<file path="config.mk">
export PLATFORM = sky130hd
export DESIGN_NAME = led7_scan_flat
export DESIGN_NICKNAME = d
export VERILOG_FILES = /design/src/rtl/led7_scan_if.sv /design/src/rtl/led7_scan.sv /design/src/flat_wrapper.sv
export SDC_FILE = /design/constraint.sdc
export NUM_CORES = 1
export LEC_CHECK = 0
export CORE_MARGIN = 5
export CORE_UTILIZATION = 35
export DETAILED_ROUTE_END_ITERATION = 8
export SLEW_MARGIN = 25
export SYNTH_ARGS = -nofsm -noshare
export SYNTH_HDL_FRONTEND = slang
export SYNTH_SLANG_ARGS = --single-unit
</file>
<file path="constraint.sdc">
create_clock -name i_w_clk -period 2.55 [get_ports i_w_clk]
set_input_delay 0.6375 -clock i_w_clk [delete_from_list [all_inputs] [get_ports i_w_clk]]
set_output_delay 0.6375 -clock i_w_clk [all_outputs]
set_load 0.02 [all_outputs]
</file>
<file path="src/rtl/led7_scan_if.sv">
// Display driver bus: packed digit value, dp requests and glyph controls in,
// active-low anode/segment/dp pins out.
interface led7_scan_if #(
  parameter int unsigned DIGITS = 4
);
  logic [4*DIGITS-1:0] i_w_value;
  logic [DIGITS-1:0]   i_w_dp;
  logic                i_w_load;
  logic                i_w_hex;
  logic                i_w_lzb;
  logic [DIGITS-1:0]   o_w_anode;
  logic [6:0]          o_w_seg;
  logic                o_w_dp;

  modport master (
    output i_w_value, i_w_dp, i_w_load, i_w_hex, i_w_lzb,
    input  o_w_anode, o_w_seg, o_w_dp
  );

  modport slave (
    input  i_w_value, i_w_dp, i_w_load, i_w_hex, i_w_lzb,
    output o_w_anode, o_w_seg, o_w_dp
  );
endinterface

</file>
<file path="src/rtl/led7_scan.sv">
// Time-multiplexed common-anode 7-segment driver: scans one digit per PRESCALE
// cycles from shadow registers, with a GUARD blanking window at each slot start.
module led7_scan #(
  parameter int unsigned DIGITS   = 4,
  parameter int unsigned PRESCALE = 1000,
  parameter int unsigned GUARD    = 1
) (
  input  logic          i_w_clk,
  input  logic          i_w_reset,
  led7_scan_if.slave    bus
);
  localparam int unsigned CW = (PRESCALE > 1) ? $clog2(PRESCALE) : 1;
  localparam int unsigned IW = (DIGITS > 1) ? $clog2(DIGITS) : 1;

  logic [CW-1:0]       r_cnt;
  logic [IW-1:0]       r_idx;
  logic [4*DIGITS-1:0] r_value;
  logic [DIGITS-1:0]   r_dp;
  logic [DIGITS-1:0]   r_anode;
  logic [6:0]          r_seg;
  logic                r_dp_n;

  logic                w_wrap;
  logic                w_lit;
  logic [3:0]          w_nib;
  logic                w_dp_sel;
  logic                w_blank;
  logic [DIGITS-1:0]   w_anode;
  logic [6:0]          w_seg;

  function automatic logic [6:0] f_glyph(input logic [3:0] nib, input logic hex);
    logic [6:0] g;
    case (nib)
      4'h0: g = 7'b1000000;
      4'h1: g = 7'b1111001;
      4'h2: g = 7'b0100100;
      4'h3: g = 7'b0110000;
      4'h4: g = 7'b0011001;
      4'h5: g = 7'b0010010;
      4'h6: g = 7'b0000010;
      4'h7: g = 7'b1111000;
      4'h8: g = 7'b0000000;
      4'h9: g = 7'b0011000;
      4'hA: g = 7'b0001000;
      4'hB: g = 7'b0000011;
      4'hC: g = 7'b1000110;
      4'hD: g = 7'b0100001;
      4'hE: g = 7'b0000110;
      default: g = 7'b0001110;
    endcase
    if (!hex && (nib > 4'd9)) g = 7'h7F;
    return g;
  endfunction

  assign w_wrap = (r_cnt == CW'(PRESCALE - 1));

  // Anodes stay dark for the first GUARD cycles of every slot to hide ghosting.
  generate
    if (GUARD == 0) begin : g_no_guard
      assign w_lit = 1'b1;
    end else begin : g_guard
      assign w_lit = (r_cnt >= CW'(GUARD));
    end
  endgenerate

  always_comb begin
    w_nib    = 4'd0;
    w_dp_sel = 1'b0;
    w_blank  = 1'b0;
    w_anode  = '1;
    for (int k = 0; k < DIGITS; k++) begin
      if (r_idx == IW'(k)) begin
        w_nib    = r_value[4*k +: 4];
        w_dp_sel = r_dp[k];
        w_blank  = bus.i_w_lzb && (k != 0) && ((r_value >> (4*k)) == '0);
        if (w_lit) w_anode[k] = 1'b0;
      end
    end
    w_seg = w_blank ? 7'h7F : f_glyph(w_nib, bus.i_w_hex);
  end

  always_ff @(posedge i_w_clk or posedge i_w_reset) begin
    if (i_w_reset) begin
      r_cnt   <= '0;
      r_idx   <= '0;
      r_value <= '0;
      r_dp    <= '0;
      r_anode <= '1;
      r_seg   <= 7'h7F;
      r_dp_n  <= 1'b1;
    end else begin
      if (w_wrap) begin
        r_cnt <= '0;
        if (r_idx == IW'(DIGITS - 1)) r_idx <= '0;
        else                          r_idx <= r_idx + IW'(1);
      end else begin
        r_cnt <= r_cnt + CW'(1);
      end
      if (bus.i_w_load) begin
        r_value <= bus.i_w_value;
        r_dp    <= bus.i_w_dp;
      end
      r_anode <= w_anode;
      r_seg   <= w_seg;
      r_dp_n  <= ~w_dp_sel;
    end
  end

  assign bus.o_w_anode = r_anode;
  assign bus.o_w_seg   = r_seg;
  assign bus.o_w_dp    = r_dp_n;
endmodule

</file>
<file path="src/flat_wrapper.sv">
// flat-port wrapper written by rule: the top's interface ports become plain ports
module led7_scan_flat 
#(
  parameter int unsigned DIGITS   = 4,
  parameter int unsigned PRESCALE = 1000,
  parameter int unsigned GUARD    = 1
)
  (i_w_clk, i_w_reset, bus_i_w_value, bus_i_w_dp, bus_i_w_load, bus_i_w_hex, bus_i_w_lzb, bus_o_w_anode, bus_o_w_seg, bus_o_w_dp);
  led7_scan_if #(.DIGITS(DIGITS)) bus_i ();
  input  logic i_w_clk;
  input  logic i_w_reset;
  input wire logic [$bits(bus_i.i_w_value)-1:0] bus_i_w_value;
  input wire logic [$bits(bus_i.i_w_dp)-1:0] bus_i_w_dp;
  input wire logic [$bits(bus_i.i_w_load)-1:0] bus_i_w_load;
  input wire logic [$bits(bus_i.i_w_hex)-1:0] bus_i_w_hex;
  input wire logic [$bits(bus_i.i_w_lzb)-1:0] bus_i_w_lzb;
  output wire logic [$bits(bus_i.o_w_anode)-1:0] bus_o_w_anode;
  output wire logic [$bits(bus_i.o_w_seg)-1:0] bus_o_w_seg;
  output wire logic [$bits(bus_i.o_w_dp)-1:0] bus_o_w_dp;
  assign bus_i.i_w_value = bus_i_w_value;
  assign bus_i.i_w_dp = bus_i_w_dp;
  assign bus_i.i_w_load = bus_i_w_load;
  assign bus_i.i_w_hex = bus_i_w_hex;
  assign bus_i.i_w_lzb = bus_i_w_lzb;
  assign bus_o_w_anode = bus_i.o_w_anode;
  assign bus_o_w_seg = bus_i.o_w_seg;
  assign bus_o_w_dp = bus_i.o_w_dp;
  led7_scan #(.DIGITS(DIGITS), .PRESCALE(PRESCALE), .GUARD(GUARD)) u_core (.i_w_clk(i_w_clk), .i_w_reset(i_w_reset), .bus(bus_i));
endmodule
</file>
; ---- Word level (Yosys, flattened, before mapping)
; Memories as Yosys holds them, arrays and structs flattened.
; Index checks and enable logic that the tools add are counted.
[word_totals]
regBits = 44
latch_bits = 0
mem_bits_rw = 0
mem_bits_ro = 112
inputBits = 25
out_inout_bits = 12
wordCells = 46
mem_count = 1
[memory_table]
columns = memory, words, word_bits, read_ports, rd_clocked_by_memory_dff, write_ports, line
row1 = (name not given), 16, 7, 1, 0, 0, led7_scan.sv:33  ; case (nib)
[op_classes]
n_addsub = 2
mul = 0
div = 0
n_lt_le_gt_ge = 2
n_eq_ne = 4
shift = 0
n_mux = 20
bitwise_logic = 1
n_reduce_logical = 9
[ops]
columns = operator, count
row1 = 16-bit logical NOT, 3
row2 = 4-bit two-way mux, 4
row3 = 7-bit two-way mux, 2
row4 = 1-bit two-way mux, 12
row5 = 10-bit by 1-bit adder with 10-bit output (second input constant), 1
row6 = 10-bit == test (second input constant), 1
row7 = 10-bit by 1-bit greater-or-equal comparator with 1-bit output (second input constant), 1
row8 = 10-bit two-way mux, 1
row9 = 2-bit == test (second input constant), 2
row10 = 4-bit > comparator (second input constant), 1
row11 = 1-bit logical AND, 4
row12 = 2-bit by 1-bit adder with 2-bit output (second input constant), 1
row13 = 2-bit by 1-bit == test with 1-bit output (second input constant), 1
row14 = 2-bit logical NOT, 1
row15 = 2-bit two-way mux, 1
row16 = 1-bit logical NOT, 1
row17 = 1-bit NOT, 1

; ---- Depth between registers and ports, before layout
; Gate-level depths: netlist of run 1.
[logic_depth]
word_depth = 9
mapped_depth = 11

; ---- Worst setup path after synthesis of run 1
; No wires, ideal clock.
[synth_timing]
kind = reg-to-reg
start = reg u_core.r_idx[0]
end = reg u_core.r_seg[0] (netlist: u_core.bus.o_w_seg[0])
setup_time_ns = 0.091
arrival_time_ns = 2.228
t_required_ns = 2.459
path_slack_ns = 0.231
path_stages_with_launch = 11
cell_sequence = dfrtp_1 -> ha_1 -> buf_6 -> nand3b_1 -> a221oi_2 -> inv_1 -> ha_1 -> nor2_1 -> nor2_2 -> o32a_4 -> o31ai_1
[synth_via]
elab_chain_cells = 9
word_cells_on_any_way = 16
classes_between = order compare (1) / eq/ne (3) / mux (9) / reduce/logical (2) / memory (1)
[synth_lines]
columns = element, line
row1 = start: declaration, led7_scan.sv:16  ; logic [IW-1:0] r_idx;
row2 = start signal: assignment, led7_scan.sv:95  ; else r_idx <= r_idx + IW'(1);
row3 = 2-bit logical NOT, led7_scan.sv:72  ; if (r_idx == IW'(k)) begin
row4 = 4-bit two-way mux (4 in series), led7_scan.sv:72
row5 = 4-bit > comparator, led7_scan.sv:51  ; if (!hex && (nib > 4'd9)) g = 7'h7F;
row6 = 1-bit logical AND, led7_scan.sv:51
row7 = 7-bit two-way mux, led7_scan.sv:51
row8 = 7-bit two-way mux *, led7_scan.sv:79  ; w_seg = w_blank ? 7'h7F : f_glyph(w_nib, bus.i_w_hex);
row9 = named net u_core.w_seg[0], led7_scan.sv:29  ; logic [6:0] w_seg;
row10 = end signal: assignment, led7_scan.sv:104  ; r_seg <= w_seg;
row11 = end: declaration, led7_scan.sv:20  ; logic [6:0] r_seg;
; The timed path passes the listed nets; every way through them passes the cells marked *.
; A chain may end at the register's enable or synchronous reset.

; ---- Worst setup path in the final report of run 1
[layout_timing]
start = reg u_core.r_idx[0]
end = reg u_core.r_seg[6] (netlist: u_core.bus.o_w_seg[6])
; The elaborated chain is that of the path after synthesis.

==> impl_metrics.tcl, run 1 <==
set metrics [dict create \
    start_util_pct 35.8 \
    numClockSinks 44 \
    hold_path.class "reg -> reg" \
    initial_antenna_violation_count 0 \
    power.density_cell_area_nw_per_um2 538 \
    routed_via_density 5.05 \
    numPortBuffers 36 \
    finalPower_mw 1.54 \
    detailedRoute.firstIterationViolations 80 \
    worst_pin_slew_ns 0.596 \
    min_delay_worst_endpoint "u_core.bus.o_w_dp" \
    floorplan.core_area_um2 6350 \
    synth.yosys.warnings 0 \
    fp.dieH_um 90.6 \
    maxCapViolations 0 \
    final_hold_viol_count 0 \
    top_level_ports 37 \
    synthesis.instances 201 \
    post_drt_wl_per_cell_um 14.2 \
    first_pass_grt_wire_length_um 7890 \
    critPathCaptureType "flip-flop" \
    hp-start "u_core.r_dp[3]" \
    cts.htree.levels 2 \
    min_path_cells 1 \
    setup-violations-final 0 \
    n_antenna_cell 0 \
    pin_count_of_the_biggest_net_entering_global_routing 45 \
    layout.nets 284 \
    count_of_fill_cells_added_during_filler_insertion 584 \
    fin_crit_ns 2.40 \
    startpoint_type "flip-flop" \
    gr-usage-all-layers_pct 11.6 \
    ys_types 46 \
    ff2ff_path_depth 10 \
    num_vias 1635 \
    hold_slack_ns 0.430 \
    grt-ovfl-total 0 \
    worst-setup-path-type "reg -> reg" \
    r2r_end "u_core.bus.o_w_seg[6]" \
    setup_total_negative_slack_ns 0 \
    status "completed" \
    finalWeightedCongestion 0.829 \
    std_cell_rows 29 \
    cts.path.max_buffers 2 \
    dieArea_um2 8220 \
    clk-insertion-delay-late_ns 0.29 \
    leakagePower_nw 1.20 \
    timing.fmax_mhz 416 \
    numCtsBuffers 5 \
    syn_area_um2 2280 \
    die_width_um 90.6 \
    drt-total-wl_um 4590 \
    drive_above_1_share_pct 25.5 \
    arrival_ns 2.61 \
    skew_ns 0.00467 \
    cts_tree "done" \
    hpwlAfterDp_um 3300 \
    postSynthRegisterBits 44 \
    path_max_fanout 8 \
    number_of_global_route_vias_before_repair 1653 \
    syn-mean-instance-area_um2 11.3 \
    timing.max_slew.rel_slack_pct 60.3 \
    clk_root_buffer_cell "clkbuf_8" \
    drcViolationCount 0 \
    cts_hold_buffers 0 \
    rrSetupSlack_ns 0.15 \
    syn-num-nets 239 \
    detail_route.first_pass.iterations 4 \
    seq_area_frac_synth_pct 49.0 \
    postRouteAntennaNets 0 \
    timing.critical_path.required_ns 2.76 \
    areaGrowthSynthToFinish_pct 25.9 \
    clk_pin_slew_ns 0.08 \
    vdd_drop_max_uv 262 \
    period_share_pct 94.3 \
    timing.rr.start "u_core.r_idx[0]" \
    final-max-slew-violation-count 0 \
]
[power by group]
part | leakage, nW | internal, mW | switching, mW
clock | 0.0412 | 0.192 | 0.240
combinational | 0.646 | 0.163 | 0.146
sequential | 0.514 | 0.771 | 0.0308
total | 1.20 | 1.13 | 0.417
[timing repair]
action                     CTS  global route
buffers inserted             0             2
gates cloned                 0             0
setup endpoints to repair    1             7
resized for setup            1             3
[placed cells by master, fill, tap and decap left out, types with 2 or more instances in the layout]
cell type	synthesis	final
clkdlybuf4s50_1	0	36
dfrtp_1	32	32
nand2_1	21	21
mux2_2	18	18
nor2_1	13	13
ha_1	13	12
dfstp_2	12	12
inv_1	9	9
buf_4	1	9
o21ai_0	8	8
a21oi_1	7	7
nand3_1	5	5
clkbuf_8	0	5
nor4_1	4	4
mux2i_1	4	4
nor3_1	4	4
o221ai_1	4	4
nand3b_1	3	3
nor3b_1	3	3
nor2b_1	3	3
xnor2_1	3	3
xor2_1	3	3
nor2_2	2	2
[registers in the layout (all words and copies together), names as in the netlist]
name / flops
u_core.r_dp: 4
u_core.r_cnt: 10
u_core.bus.o_w_seg: 7
u_core.bus.o_w_dp: 1
u_core.r_value: 16
u_core.bus.o_w_anode: 4
u_core.r_idx: 2
[layout make-up]
| cell class | instances | area (um2) | share of cell area [%] |
|---|---|---|---|
| flip-flops and latches | 44 | 1120 | 38.9 |
| multi-input cells | 141 | 1110 | 38.6 |
| repair buffers | 45 | 428 | 14.9 |
| well taps | 77 | 96.3 | 3.36 |
| clock buffers | 6 | 72.6 | 2.53 |
| inverters | 9 | 33.8 | 1.18 |
| clock inverters | 2 | 12.5 | 0.436 |
[synthesized netlist by cell type, drive strengths merged]
cell type / instances / area [um2]
dfrtp: 32 / 801
nand2: 23 / 96.4
mux2: 18 / 203
nor2: 15 / 61.3
ha: 13 / 163
dfstp: 12 / 315
inv: 9 / 33.8
o21ai: 9 / 48.8
a21oi: 7 / 35.0
buf: 7 / 41.3
nand3: 5 / 25.0
mux2i: 4 / 40.0
nand3b: 4 / 33.8
nor3: 4 / 20.0
nor4: 4 / 25.0
o221ai: 4 / 35.0
nor2b: 3 / 18.8
nor3b: 3 / 22.5
xnor2: 3 / 26.3
xor2: 3 / 26.3
a211oi: 2 / 15.0
a21o: 2 / 16.3
a311o: 2 / 21.3
a311oi: 2 / 41.3
o211ai: 2 / 20.0
a221oi: 1 / 15.0
a22oi: 1 / 7.51
a31o: 1 / 8.76
and2: 1 / 6.26
and4: 1 / 8.76
nand4: 1 / 6.26
nor4b: 1 / 8.76
o31ai: 1 / 7.51
o32a: 1 / 22.5
[worst max-delay path by stage]
stage / startpoint / endpoint / slack [ns]
4_1_cts: u_core.r_idx[1] / u_core.bus.o_w_seg[6] / 0.08
5_1_grt: u_core.r_idx[0] / u_core.bus.o_w_seg[5] / -0.05
3_3_place_gp: u_core.r_idx[1] / u_core.bus.o_w_seg[3] / 0.08
6_report: u_core.r_idx[0] / u_core.bus.o_w_seg[6] / 0.15
3_5_place_dp: u_core.r_idx[1] / u_core.bus.o_w_seg[3] / -0.01
2_1_floorplan: u_core.r_idx[0] / u_core.bus.o_w_seg[0] / 0.23
[through the flow]
step	cells	setup slack, ns	instance area, um2	utilization (%)
3_3_place_gp	314	0.0841	2740	43.2
5_1_grt	324	-0.0493	2870	45.1
2_1_floorplan	201	0.231	2280	-
6_report	324	0.146	2870	45.1
3_5_place_dp	314	-0.0143	2740	43.2
4_1_cts	322	0.0801	2830	44.6
[per-layer routing]
layer  part of all wire [%]  track usage (%)
met1                     47             15.0
met2                     47             18.5
met3                    4.3             3.17
met4                    1.4             4.47
met5                      0                0
[logic make-up (layout without fill, tap and decap cells)]
kind of cell | after synthesis | after routing | synth area share, %
adder cells (fa/ha/maj) | 13 | 13 | 7.15
multiplexers | 22 | 22 | 10.7
XOR/XNOR | 6 | 6 | 2.31
AO/OA/AOI/OAI | 35 | 35 | 12.9
AND/OR/NAND/NOR | 65 | 65 | 14.6
flip-flops | 44 | 44 | 49.0
buffers and inverters | 16 | 62 | 3.30
[worst max-delay path, stage by stage, from the launching register on]
cell	delay (ns)
dfrtp_1	0.44
inv_1	0.12
ha_1	0.32
nor3b_1	0.28
a221oi_2	0.07
buf_4	0.17
ha_1	0.20
nor2_1	0.15
nor2_2	0.05
o32a_4	0.41
o221ai_1	0.10
No activity file was read; power rests on OpenSTA's default activity.
==> run 2, diff against run 1 <==
--- a/config.mk
+++ b/config.mk
@@ -8,6 +8,7 @@
 export CORE_MARGIN = 5
 export CORE_UTILIZATION = 35
 export DETAILED_ROUTE_END_ITERATION = 8
+export SKIP_LAST_GASP = 1
 export SLEW_MARGIN = 25
 export SYNTH_ARGS = -nofsm -noshare
 export SYNTH_HDL_FRONTEND = slang
==> results of run 2 <==
Same layout as run 1: the final DEF is identical, and so are final timing and power.
==> run 3, diff against run 2 <==
--- a/config.mk
+++ b/config.mk
@@ -5,9 +5,12 @@
 export SDC_FILE = /design/constraint.sdc
 export NUM_CORES = 1
 export LEC_CHECK = 0
+export ABC_CLOCK_PERIOD_IN_PS = 2550
 export CORE_MARGIN = 5
 export CORE_UTILIZATION = 35
+export CTS_CLUSTER_DIAMETER = 100
 export DETAILED_ROUTE_END_ITERATION = 8
+export HOLD_SLACK_MARGIN = 0.1
 export SKIP_LAST_GASP = 1
 export SLEW_MARGIN = 25
 export SYNTH_ARGS = -nofsm -noshare
==> results of run 3 <==
Same layout as run 1: the final DEF is identical, and so are final timing and power.
